===== config.mk =====
export PLATFORM = sky130hd
export DESIGN_NAME = stream_chroma_conv
export DESIGN_NICKNAME = d
export VERILOG_FILES = /design/src/rtl/stream_chroma_conv.sv
export SDC_FILE = /design/constraint.sdc
export NUM_CORES = 1
export LEC_CHECK = 0
export CORE_AREA = 8 8 288 290
export DETAILED_ROUTE_END_ITERATION = 7
export DIE_AREA = 0 0 296 298
export PLACE_DENSITY = 0.7
export SETUP_SLACK_MARGIN = 0.3
export SYNTH_ARGS = -nofsm -noshare
export SYNTH_HDL_FRONTEND = slang
export SYNTH_SLANG_ARGS = --single-unit

===== constraint.sdc =====
create_clock -name clk -period 16 [get_ports clk]
set_input_delay 2.4 -clock clk [delete_from_list [all_inputs] [get_ports clk]]
set_output_delay 2.4 -clock clk [all_outputs]
set_load 0.1 [all_outputs]

===== src/rtl/stream_chroma_conv.sv =====
// Streaming RGB->YCbCr (BT.601, 8-bit) converter with passthrough mode.
// Three pipeline stages (products, rounded sums, offset/clamp) with valid/ready backpressure.
module stream_chroma_conv #(
  parameter int DATA_WIDTH = 64,
  parameter int CNT_WIDTH  = 16
) (
  input  logic                  clk,
  input  logic                  rst,
  input  logic                  mode,
  input  logic                  s_t_valid,
  output logic                  s_t_ready,
  input  logic [DATA_WIDTH-1:0] s_t_data,
  input  logic                  s_t_last,
  output logic                  m_t_valid,
  input  logic                  m_t_ready,
  output logic [DATA_WIDTH-1:0] m_t_data,
  output logic                  m_t_last,
  output logic                  busy,
  output logic [CNT_WIDTH-1:0]  pkt_cnt
);
  localparam int LANES = DATA_WIDTH / 32;

  // Row-major: Y (R,G,B), Cb (R,G,B), Cr (R,G,B)
  localparam logic signed [17:0] COEF [9] = '{
    18'sd77,  18'sd150,  18'sd29,
    -18'sd43, -18'sd85,  18'sd128,
    18'sd128, -18'sd107, -18'sd21
  };

  function automatic logic signed [9:0] rnd_shift(input logic signed [17:0] s);
    rnd_shift = 10'((s + 18'sd128) >>> 8);
  endfunction

  function automatic logic [7:0] sat_u8(input logic signed [10:0] v);
    if (v < 11'sd0)
      sat_u8 = 8'd0;
    else if (v > 11'sd255)
      sat_u8 = 8'd255;
    else
      sat_u8 = v[7:0];
  endfunction

  logic                  vld_p0, vld_p1, vld_p2;
  logic                  adv_p0, adv_p1, adv_p2;
  logic                  last_p0, last_p1, last_p2;
  logic                  mode_p0, mode_p1;
  logic [DATA_WIDTH-1:0] raw_p0, raw_p1, data_p2;
  logic signed [17:0]    prod_p0 [LANES][9];
  logic signed [9:0]     sum_p1 [LANES][3];
  logic [DATA_WIDTH-1:0] conv;
  logic                  in_pkt, mode_lat, eff_mode, accept;

  assign adv_p2    = !vld_p2 || m_t_ready;
  assign adv_p1    = !vld_p1 || adv_p2;
  assign adv_p0    = !vld_p0 || adv_p1;
  assign s_t_ready = adv_p0;
  assign accept    = s_t_valid && adv_p0;
  assign eff_mode  = in_pkt ? mode_lat : mode;

  assign m_t_valid = vld_p2;
  assign m_t_data  = data_p2;
  assign m_t_last  = last_p2;
  assign busy      = vld_p0 || vld_p1 || vld_p2;

  always_ff @(posedge clk) begin
    if (rst) begin
      in_pkt   <= 1'b0;
      mode_lat <= 1'b0;
    end else if (accept) begin
      if (!in_pkt)
        mode_lat <= mode;
      in_pkt <= !s_t_last;
    end
  end

  // Stage p0: per-lane coefficient products
  always_ff @(posedge clk) begin
    if (rst)
      vld_p0 <= 1'b0;
    else if (adv_p0)
      vld_p0 <= s_t_valid;
  end

  always_ff @(posedge clk) begin
    if (accept) begin
      raw_p0  <= s_t_data;
      last_p0 <= s_t_last;
      mode_p0 <= eff_mode;
      for (int l = 0; l < LANES; l++)
        for (int k = 0; k < 9; k++)
          prod_p0[l][k] <= COEF[k] * $signed({10'd0, s_t_data[32*l + 8*(2 - k%3) +: 8]});
    end
  end

  // Stage p1: rounded, shifted channel sums
  always_ff @(posedge clk) begin
    if (rst)
      vld_p1 <= 1'b0;
    else if (adv_p1)
      vld_p1 <= vld_p0;
  end

  always_ff @(posedge clk) begin
    if (adv_p1 && vld_p0) begin
      raw_p1  <= raw_p0;
      last_p1 <= last_p0;
      mode_p1 <= mode_p0;
      for (int l = 0; l < LANES; l++)
        for (int c = 0; c < 3; c++)
          sum_p1[l][c] <= rnd_shift(prod_p0[l][3*c] + prod_p0[l][3*c+1] + prod_p0[l][3*c+2]);
    end
  end

  always_comb begin
    conv = '0;
    for (int l = 0; l < LANES; l++) begin
      conv[32*l + 24 +: 8] = raw_p1[32*l + 24 +: 8];
      conv[32*l + 16 +: 8] = sat_u8($signed({sum_p1[l][0][9], sum_p1[l][0]}));
      conv[32*l + 8  +: 8] = sat_u8($signed({sum_p1[l][1][9], sum_p1[l][1]}) + 11'sd128);
      conv[32*l      +: 8] = sat_u8($signed({sum_p1[l][2][9], sum_p1[l][2]}) + 11'sd128);
    end
  end

  // Stage p2: offset/clamp result or passthrough, registered onto the output port
  always_ff @(posedge clk) begin
    if (rst) begin
      vld_p2  <= 1'b0;
      data_p2 <= '0;
      last_p2 <= 1'b0;
    end else if (adv_p2) begin
      vld_p2 <= vld_p1;
      if (vld_p1) begin
        data_p2 <= mode_p1 ? conv : raw_p1;
        last_p2 <= last_p1;
      end
    end
  end

  always_ff @(posedge clk) begin
    if (rst)
      pkt_cnt <= '0;
    else if (vld_p2 && m_t_ready && last_p2)
      pkt_cnt <= pkt_cnt + 1'b1;
  end
endmodule


[Yosys cells after proc, flatten, opt, wreduce, memory -nomap -nowiden]
Memories as Yosys holds them, arrays and structs flattened.
Cells that the tools add are included.
W data, S select, Z words.
Storage, ports and cells
  input port bits: 70
  logic and storage cells: 97
  output and inout port bits: 84
  memories kept: 2
  bits in writable memories: 322
  register bits: 218
Operators by class
  multipliers: 14
  mux-type cells: 18
  add/subtract/negate cells: 23
  reductions and logical operators: 14
  $lt $le $gt $ge: 12
Memories
  prod_p0: depth 2, bits a word 131, rd ports 2, clocked after memory_dff 0, write ports 2, line 48  | logic signed [17:0] prod_p0 [LANES][9];
  sum_p1: depth 2, bits a word 30, rd ports 2, clocked after memory_dff 0, write ports 2, line 49  | logic signed [9:0] sum_p1 [LANES][3];
Operators by type and width (number)
  $add A18 B18 Y18: 12
  $add A18 B9 Y18 const B: 6
  $mux W8: 12
  $mul A8 B9 Y17 const A: 4
  $mul A7 B8 Y15 const A: 4
  $mux W56: 1
  $add A10 B9 Y11 const B: 4
  $gt A11 B9 Y1 const B: 4
  $lt A11 B1 Y1 const B: 4
  $mul A7 B9 Y16 const A: 2
  $mul A6 B9 Y15 const A: 2
  $mul A5 B8 Y13 const A: 2
  $gt A10 B9 Y1 const B: 2
  $lt A10 B1 Y1 const B: 2
  $add A16 B1 Y16 const B: 1
  $logic_or A1 B1 Y1: 5
  $mux W1: 5
  $logic_and A1 B1 Y1: 4
  $logic_not A1 Y1: 4
  $reduce_and A2 Y1: 1

[Depth between registers and ports, before layout]
Gate-level depths: netlist of the first run.
  word-level depth: 7
  depth in mapped cells: 16
  mapped depth without buffers: 16

[Worst setup path after synthesis of the first run]
Ideal clock, no wire load.
  path type: in2reg
  start point: input port m_t_ready
  end point: register in_pkt
  stages on the path: 3
  setup time: 0.684 ns
  slack: -0.590 ns
  arrival: 15.905 ns
  required time: 15.316 ns
  path buffers: 0
  cell sequence: nor2b_1 a31oi_1 a211oi_1
On the way
  cells in the longest elaborated chain, start to end: 4
RTL lines
  start, declared: line 15  | input logic m_t_ready,
  $logic_or A1 B1 Y1: line 53  | assign adv_p2 = !vld_p2 || m_t_ready;
  $logic_or A1 B1 Y1: line 54  | assign adv_p1 = !vld_p1 || adv_p2;
  $logic_or A1 B1 Y1: line 55  | assign adv_p0 = !vld_p0 || adv_p1;
  $logic_and A1 B1 Y1: line 57  | assign accept = s_t_valid && adv_p0;
  via accept: line 51  | logic in_pkt, mode_lat, eff_mode, accept;
  end signal, assigned: line 72  | in_pkt <= !s_t_last;
  end, declared: line 51
The timed path passes the listed nets, and every way through them passes these cells.
A chain may end at the register's enable or synchronous reset.

[Final worst setup path of the first run]
  start point: input port m_t_ready
  end point: output port s_t_ready
On the way
  cells in the longest elaborated chain, start to end: 3
RTL lines
  $logic_or A1 B1 Y1: line 53
  $logic_or A1 B1 Y1: line 54
  $logic_or A1 B1 Y1: line 55
  end, declared: line 11  | output logic s_t_ready,
Every way passes these cells.

==> results of run 1 <==
-- Yosys cell counts (10+ instances only) --
master,instances,area share [%]
o21ai_0,79,1.1
dfxtp_1,86,4.9
nand2_1,113,1.2
nand3_1,30,0.43
a211oi_1,48,1.0
nor2b_1,18,0.32
a21oi_1,201,2.9
fa_1,198,11
nor2_1,168,1.8
clkbuf_1,32,0.35
o21bai_1,27,0.58
nand2b_1,15,0.27
a21o_1,45,0.97
inv_1,378,4.1
xnor2_1,115,2.9
a2111oi_0,11,0.28
and2_1,10,0.18
ha_1,723,26
xor2_1,60,1.5
nand4_1,16,0.29
nor3_1,47,0.68
o21a_1,17,0.37
edfxtp_1,380,33
-- cell usage in the layout, fill, tap and decap left out, types with 86 or more instances in the layout --
| master | n |
|---|---|
| nand2_1 | 113 |
| a21oi_1 | 201 |
| fa_1 | 198 |
| xnor2_1 | 115 |
| edfxtp_1 | 380 |
| dfxtp_1 | 86 |
| inv_1 | 377 |
| ha_1 | 723 |
| nor2_1 | 168 |
| clkdlybuf4s50_1 | 152 |
-- metal layers --
layer,global-route usage (%),wire length (um)
met1,23.88,35870
met3,3.027,4170
met2,26.51,32560
met5,0,13
met4,3.610,1460
-- state kept, by name, summed over array words and instances, names as in the netlist, 16 cells and up --
name,cells
m_t_data,64
pkt_cnt,16
prod_p0,188
raw_p0,64
raw_p1,64
sum_p1,60
-- critical path: stages --
cell,delay [ns]
clkdlybuf4s50_1,0.41
nor2b_1,0.66
nand3_1,0.18
clkdlybuf4s50_1,1.01
-- layout make-up --
| class | count | area (um2) |
|---|---|---|
| inverters | 378 | 1419 |
| multi-input cells | 2083 | 20140 |
| flip-flops and latches | 466 | 13130 |
| repair buffers | 162 | 1597 |
| diodes | 1 | 2.502 |
| fillers | 7035 | 39060 |
| well taps | 1050 | 1314 |
| clock inverters | 35 | 331.6 |
| clock buffers | 62 | 1359 |
-- metrics by stage --
step	hold WS, ns	total power, mW
after floorplan	0.4003	4.791
after global placement	0.4003	5.519
after detailed placement	0.4045	5.612
after CTS	0.4103	6.850
after global routing	0.4198	7.408
final	0.4139	6.781
-- worst paths after layout --
path / start / end / slack, ns
hold reg to reg: raw_p0[25] / raw_p1[25] / 0.41
setup reg to reg: raw_p0[0] / sum_p1[0][14] / 12.26
hold / removal: raw_p0[25] / raw_p1[25] / 0.41
setup / recovery: m_t_ready / s_t_ready / 8.93
-- power groups by stage --
| stage | Sequential [mW] | Clock [mW] | Combinational, mW |
|---|---|---|---|
| 2_1_floorplan | 2.05 | 0 | 2.74 |
| 3_3_place_gp | 2.05 | 0 | 3.47 |
| 3_5_place_dp | 2.06 | 0 | 3.56 |
| 4_1_cts | 2.03 | 1.22 | 3.60 |
| 5_1_grt | 2.06 | 1.26 | 4.08 |
| 6_report | 2.03 | 1.19 | 3.57 |
-- kinds of logic (layout without fill, tap and decap cells) --
| group | Yosys count | after routing | synth area share, % |
|---|---|---|---|
| xor+xnor | 175 | 175 | 4.405 |
| flops | 466 | 466 | 37.74 |
| mux | 3 | 3 | 0.08990 |
| other cells | 0 | 1 | 0 |
| simple gates | 457 | 457 | 6.052 |
| fa+ha+maj | 921 | 921 | 37.39 |
| compound gates | 527 | 527 | 9.845 |
| buf+inv | 415 | 637 | 4.477 |
==> qor.txt, run 1 <==
status = finished clean
RSZ-0062 raised after global routing = false
Clock Skew = 0.03076 ns
die area = 88210 um2
Pins Over Slew Limit = 0
Max VDD drop = 0.1114 mV
crit-path max FO = 7
max cap viols = 0
CP arrival = 4.67 ns
dpl ws = 8.858 ns
synthesized cell area = 34800 um2
CTS Hold Bufs = 0
P_sw = 2.648 mW
post-layout util = 50.15%
first-pass GRT wire length = 117700 um
row cnt = 103
number of global-route vias before repair = 22165
largest net degree at the start of global routing = 87
DR pass1 iterations = 7
min-delay worst type = reg2reg
Internal = 4.133 mW
post-CTS sizing = 0
core box area = 78360 um2
Vias/cell = 5.179
CP Capture Type = output port
Die Wd = 296 um
Design Area, Final = 39300 um2
cell area power density = 172.6 nW/um2
clock power share = 17.5%
Post-CTS Setup Bufs = 0
drt total wl = 74070 um
sequential fraction of the synthesis area = 37.74%
initial antenna violation count = 2
# IOs = 154
die height = 298 um
WHS Path Cells = 0
DRT antenna net count = 0
Synth Instances = 2964
DP HPWL = 58520 um
clock sink count = 466
First DRT Iteration DRCs = 1173
Post-Place Cells = 4139
via count = 21942
final cell count without fillers = 4237
Sequential Power Share = 29.9%
Final GP Congestion = 0.8662
setup violators final = 0
synth-to-layout area growth = 12.93%
number of synthesized register bits = 466
startpoint types = primary input
Net count, final = 4134
asr flop ratio synth = 0%
Post-Syn Nets = 3955
CP Class = in2out
Tcrit/Tclk final = 44.17%
Longest Clk Path Bufs = 3
part of the power in combinational logic = 52.6%
DRC violations left = 0
EDFF count, synth = 380
GRT overflow = 0
Yosys warnings = 0
WP data required = 13.60 ns
placed cell areas = 37600 um2
layout cells sized above 1 = 3.704%
final hold violations = 0
syn avg cell area = 11.74 um2
Distinct cells, synth = 76
Primary FF master, synth = edfxtp_1
Highest Clock Rate = 141.5 MHz
CTS Buf Count = 52
Worst Tran Pin Value = 1.197 ns
setup ws final = 8.932 ns
All-Layer GR Usage = 16.75%
depth of the CTS H-tree = 2
TritonCTS clock tree = built
Worst R2R Path Depth = 11
Starting Density = 44.41%
CTS Root Cell = clkbuf_16
clock-pin slew on the worst setup and hold paths = 0.06 ns
Post-Route Setup TNS = 0 ns
static leakage = 17.58 nW
worst rel slew slack = 19.95%
Port-buffer cells = 153
DR WL/cell = 17.48 um
Sw Share = 39.05%
Clk Latency, worst-skew pair = 0.62 ns
Final min period = 7.068 ns
(Power assumes the default switching activity.)
==> run 2, diff against run 1 <==
Settings changed: PLACE_DENSITY 0.7 to 0.68.
Clock period 16 ns to 6.7 ns, I/O delays scaled along.
==> qor.txt, run 2 (synthesis results as in run 1) <==
final cell count without fillers = 4239
most used cell, CP = fa_1
startpoint types = primary input
post-CTS sizing = 0
static leakage = 17.63 nW
layout cells sized above 1 = 3.888%
final hold violations = 0
Antenna Cells = 0
DR pass1 iterations = 5
placed cell areas = 37630 um2
CTS Buf Count = 52
Clk Latency, worst-skew pair = 0.61 ns
setup violators final = 0
Port-buffer cells = 153
CP peak stage delay = 0.64 ns
worst rel slew slack = 21.87%
max reg flops = 188
core box area = 78360 um2
number of global-route vias before repair = 22027
Critical Path, Cell by Cell = clkdlybuf4s50_1 -> inv_1 -> ha_1 -> inv_1 -> ha_1 -> fa_1 -> fa_1 -> fa_1 -> a21o_1 -> a21oi_1 -> o21bai_1 -> a21oi_1 -> o21ai_0 -> a2111oi_0 -> nor3_1
Post-Place Cells = 4141
# fillers = 7002
first-pass GRT wire length = 117800 um
Max VDD drop = 0.2601 mV
Vias/cell = 5.135
CP Class = in2reg
initial antenna violation count = 3
DP HPWL = 58660 um
Worst Tran Pin Value = 1.168 ns
Biggest register = prod_p0
largest net degree at the start of global routing = 153
TritonCTS clock tree = built
Pins Over Slew Limit = 0
capturing point of the worst reg2reg path = sum_p1[0][14]
Net count, final = 4136
Final GP Congestion = 0.8387
clock sink count = 466
die height = 298 um
drt total wl = 73860 um
row cnt = 103
Post-CTS Setup Bufs = 0
crit-path max FO = 7
All-Layer GR Usage = 16.71%
r2r startpoint = raw_p0[0]
CP arrival = 5.60 ns
HP Start = raw_p0[10]
most common cell after layout, fill and taps aside = ha_1
DRT antenna net count = 0
WHS Endpoint = raw_p1[10]
DRC violations left = 0
Final min period = 5.271 ns
CTS Root Cell = clkbuf_16
Clock Skew = 0.02630 ns
synth-to-layout area growth = 13.15%
CTS Hold Bufs = 0
via count = 21768
Tcrit/Tclk final = 78.67%
leading cell types in the layout, fill and taps excluded = ha_1, edfxtp_1, inv_1, a21oi_1, fa_1
Design Area, Final = 39370 um2
Die Wd = 296 um
GRT overflow = 0
DR WL/cell = 17.42 um
Starting Density = 44.41%
cell area power density = 413.9 nW/um2
Highest Clock Rate = 189.7 MHz
Worst R2R Path Depth = 11
status = finished clean
max cap viols = 0
setup ws final = 1.429 ns
WP data required = 7.02 ns
RSZ-0062 raised after global routing = false
WHS Path Cells = 0
clock-pin slew on the worst setup and hold paths = 0.06 ns
CP max-delay cell = clkdlybuf4s50_1
depth of the CTS H-tree = 2
min-delay worst type = reg2reg
die area = 88210 um2
First DRT Iteration DRCs = 1212
dpl ws = 0.8757 ns
# IOs = 154
CP Capture Type = flip-flop
flop2flop setup slack = 3.01 ns
Post-Route Setup TNS = 0 ns
Longest Clk Path Bufs = 3
## run 2: cell types whose count changed in the layout (fill, tap and decap cells not counted)
cell        change
buf_4           +1
diode_2         -1
clkinv_1        -3
clkbuf_16       +1
clkinv_2        +2
buf_12          +1
clkbuf_8        -1
clkinvlp_4      -1
clkinv_4        +2
bufinv_16       +1
## run 2: metrics by stage
stage	power (mW)	hold slack, ns	utilization (%)
after detailed placement	13.48	0.4045	48.03
after global routing	17.83	0.4257	50.25
after CTS	16.50	0.4184	50.25
after global placement	13.29	0.4001	48.03
after floorplan	11.42	0.4003	-
final	16.30	0.4174	50.25
## run 2: layout make-up
cell class / instances / area, um2 / share of cell area, %
Tap cell: 1050 / 1314 / 3.337
Multi-Input combinational cell: 2083 / 20140 / 51.16
Clock inverter: 36 / 370.4 / 0.9407
Timing Repair Buffer: 164 / 1624 / 4.125
Inverter: 378 / 1419 / 3.604
Clock buffer: 62 / 1370 / 3.480
Sequential cell: 466 / 13130 / 33.36
## run 2: worst max path at each step
| stage | startpoint | endpoint | slack, ns | cells past startpoint |
|---|---|---|---|---|
| floorplan | m_t_ready | in_pkt | 0.62 | 3 |
| global placement | s_t_data[34] | prod_p0[1][17] | 0.98 | 15 |
| detailed placement | s_t_data[34] | prod_p0[1][17] | 0.88 | 15 |
| CTS | s_t_data[34] | prod_p0[1][17] | 1.49 | 15 |
| global route | s_t_data[34] | prod_p0[1][17] | 1.12 | 15 |
| finish | s_t_data[34] | prod_p0[1][17] | 1.43 | 15 |
## run 2: worst max-delay path: cells and delay by family
family | cells | cell delay (ns)
AO/OA/AOI/OAI | 6 | 1.43
AND/OR/NAND/NOR | 1 | 0.11
adder cells (fa/ha/maj) | 5 | 2.19
buffers and inverters | 3 | 0.86
## run 2: routing by layer
| layer | part of all wire (%) | vias to the layer above | GRT usage [%] |
|---|---|---|---|
| li1 | - | 10910 | - |
| met1 | 49 | 10387 | 23.94 |
| met2 | 43 | 399 | 25.96 |
| met3 | 6.1 | 72 | 3.459 |
| met4 | 2.0 | 0 | 3.633 |
| met5 | 0 | - | 0 |
## run 2: report_power, final
group | total (mW) | switching [mW] | internal, mW
Sequential | 4.84 | 0.416 | 4.42
Combinational | 8.57 | 4.74 | 3.83
Clock | 2.89 | 1.22 | 1.67
==> run 3, diff against run 2 <==
Clock period 6.7 ns to 5.2 ns, I/O delays scaled along.
==> qor.txt, run 3 (synthesis results as in run 1) <==
status = finished clean
final hold violations = 0
CP Capture Type = flip-flop
Post-Place Cells = 4200
startpoint types = primary input
row cnt = 103
CTS Root Cell = clkbuf_16
worst rel slew slack = 24.47%
crit-path max FO = 3
initial antenna violation count = 1
depth of the CTS H-tree = 2
synth-to-layout area growth = 14.33%
cell area power density = 523.0 nW/um2
DR pass1 iterations = 5
Post-CTS Setup Bufs = 0
static leakage = 17.87 nW
most used cell, CP = fa_1
clock-pin slew on the worst setup and hold paths = 0.06 ns
first-pass GRT wire length = 120000 um
Die Wd = 296 um
DR WL/cell = 17.48 um
Pins Over Slew Limit = 0
leading cell types in the layout, fill and taps excluded = ha_1, edfxtp_1, inv_1, a21oi_1, fa_1
CTS Hold Bufs = 0
die area = 88210 um2
Starting Density = 44.41%
drt total wl = 75140 um
max reg flops = 188
core box area = 78360 um2
CP peak stage delay = 0.57 ns
# IOs = 154
Final GP Congestion = 0.8836
number of global-route vias before repair = 22448
setup violators final = 0
CP arrival = 4.92 ns
CTS Buf Count = 50
clock sink count = 466
CP Class = in2reg
post-CTS sizing = 0
Critical Path, Cell by Cell = clkdlybuf4s50_1 -> inv_1 -> ha_1 -> inv_1 -> ha_1 -> fa_1 -> fa_1 -> fa_1 -> a21o_1 -> a21oi_1 -> o21bai_1 -> a21oi_1 -> o21ai_0 -> a2111oi_0 -> nor3_1
layout cells sized above 1 = 5.427%
All-Layer GR Usage = 17.12%
largest net degree at the start of global routing = 87
flop2flop setup slack = 1.51 ns
CP max-delay cell = fa_1
Tcrit/Tclk final = 88.23%
min-delay worst type = reg2reg
Biggest register = prod_p0
First DRT Iteration DRCs = 1173
Net count, final = 4193
WP data required = 5.54 ns
Vias/cell = 5.160
Longest Clk Path Bufs = 3
final cell count without fillers = 4300
max cap viols = 0
via count = 22189
Clock Skew = 0.02754 ns
dpl ws = -0.04591 ns
Worst Tran Pin Value = 1.129 ns
RSZ-0062 raised after global routing = false
Port-buffer cells = 153
TritonCTS clock tree = built
most common cell after layout, fill and taps aside = ha_1
DP HPWL = 60400 um
die height = 298 um
DRT antenna net count = 0
post-layout util = 50.77%
Highest Clock Rate = 218.0 MHz
DRC violations left = 0
Max VDD drop = 0.3616 mV
Clk Latency, worst-skew pair = 0.61 ns
setup ws final = 0.6119 ns
GRT overflow = 0
Final min period = 4.588 ns
worst hold slack = 0.4147 ns
-- run 3: path summary, 6_finish.rpt --
kind,from,end,cells after the start
worst max-delay path,s_t_data[34],prod_p0[1][17],15
worst min-delay path,raw_p0[24],raw_p1[24],0
worst max register to register,raw_p0[0],sum_p1[0][14],11
worst min register to register,raw_p0[24],raw_p1[24],0
-- run 3: power by group --
part           internal, mW  total (mW)  switching (mW)
combinational          4.99        11.0            6.03
clock                  2.02        3.53            1.51
sequential             5.70        6.26           0.565
total                  12.7        20.8            8.11
-- run 3: routing by layer --
layer / up-vias / track usage [%] / routed length (um)
met2: 393 / 26.46 / 32340
met3: 97 / 2.685 / 3891
met4: 0 / 4.224 / 1715
li1: 11041 / - / -
met1: 10658 / 24.98 / 37200
met5: - / 0 / 0
-- run 3: critical path, delay by kind of cell --
family                     cells  cell delay (ns)
buffers and inverters          3             0.61
and+or+nand+nor                1             0.10
AOI/OAI and AO/OA              6             1.28
adders and majority gates      5             2.16
-- run 3: metrics by stage --
step	instance area, um2	power (mW)	TNS [ns]
2_1_floorplan	34820	14.72	-135.34
3_3_place_gp	38150	17.09	0
3_5_place_dp	38150	17.30	-0.04591
4_1_cts	39760	21.01	0
5_1_grt	39770	22.72	0
6_report	39780	20.81	0
-- run 3: layout make-up --
cell class | instances | area (um2)
fill | 6936 | 38570
clock buffer | 70 | 1419
sequential | 466 | 13130
inverter | 378 | 1419
clock inverter | 23 | 200.2
antenna | 7 | 17.52
timing repair buffer | 223 | 2130
tap | 1050 | 1314
multi-input combinational | 2083 | 20150
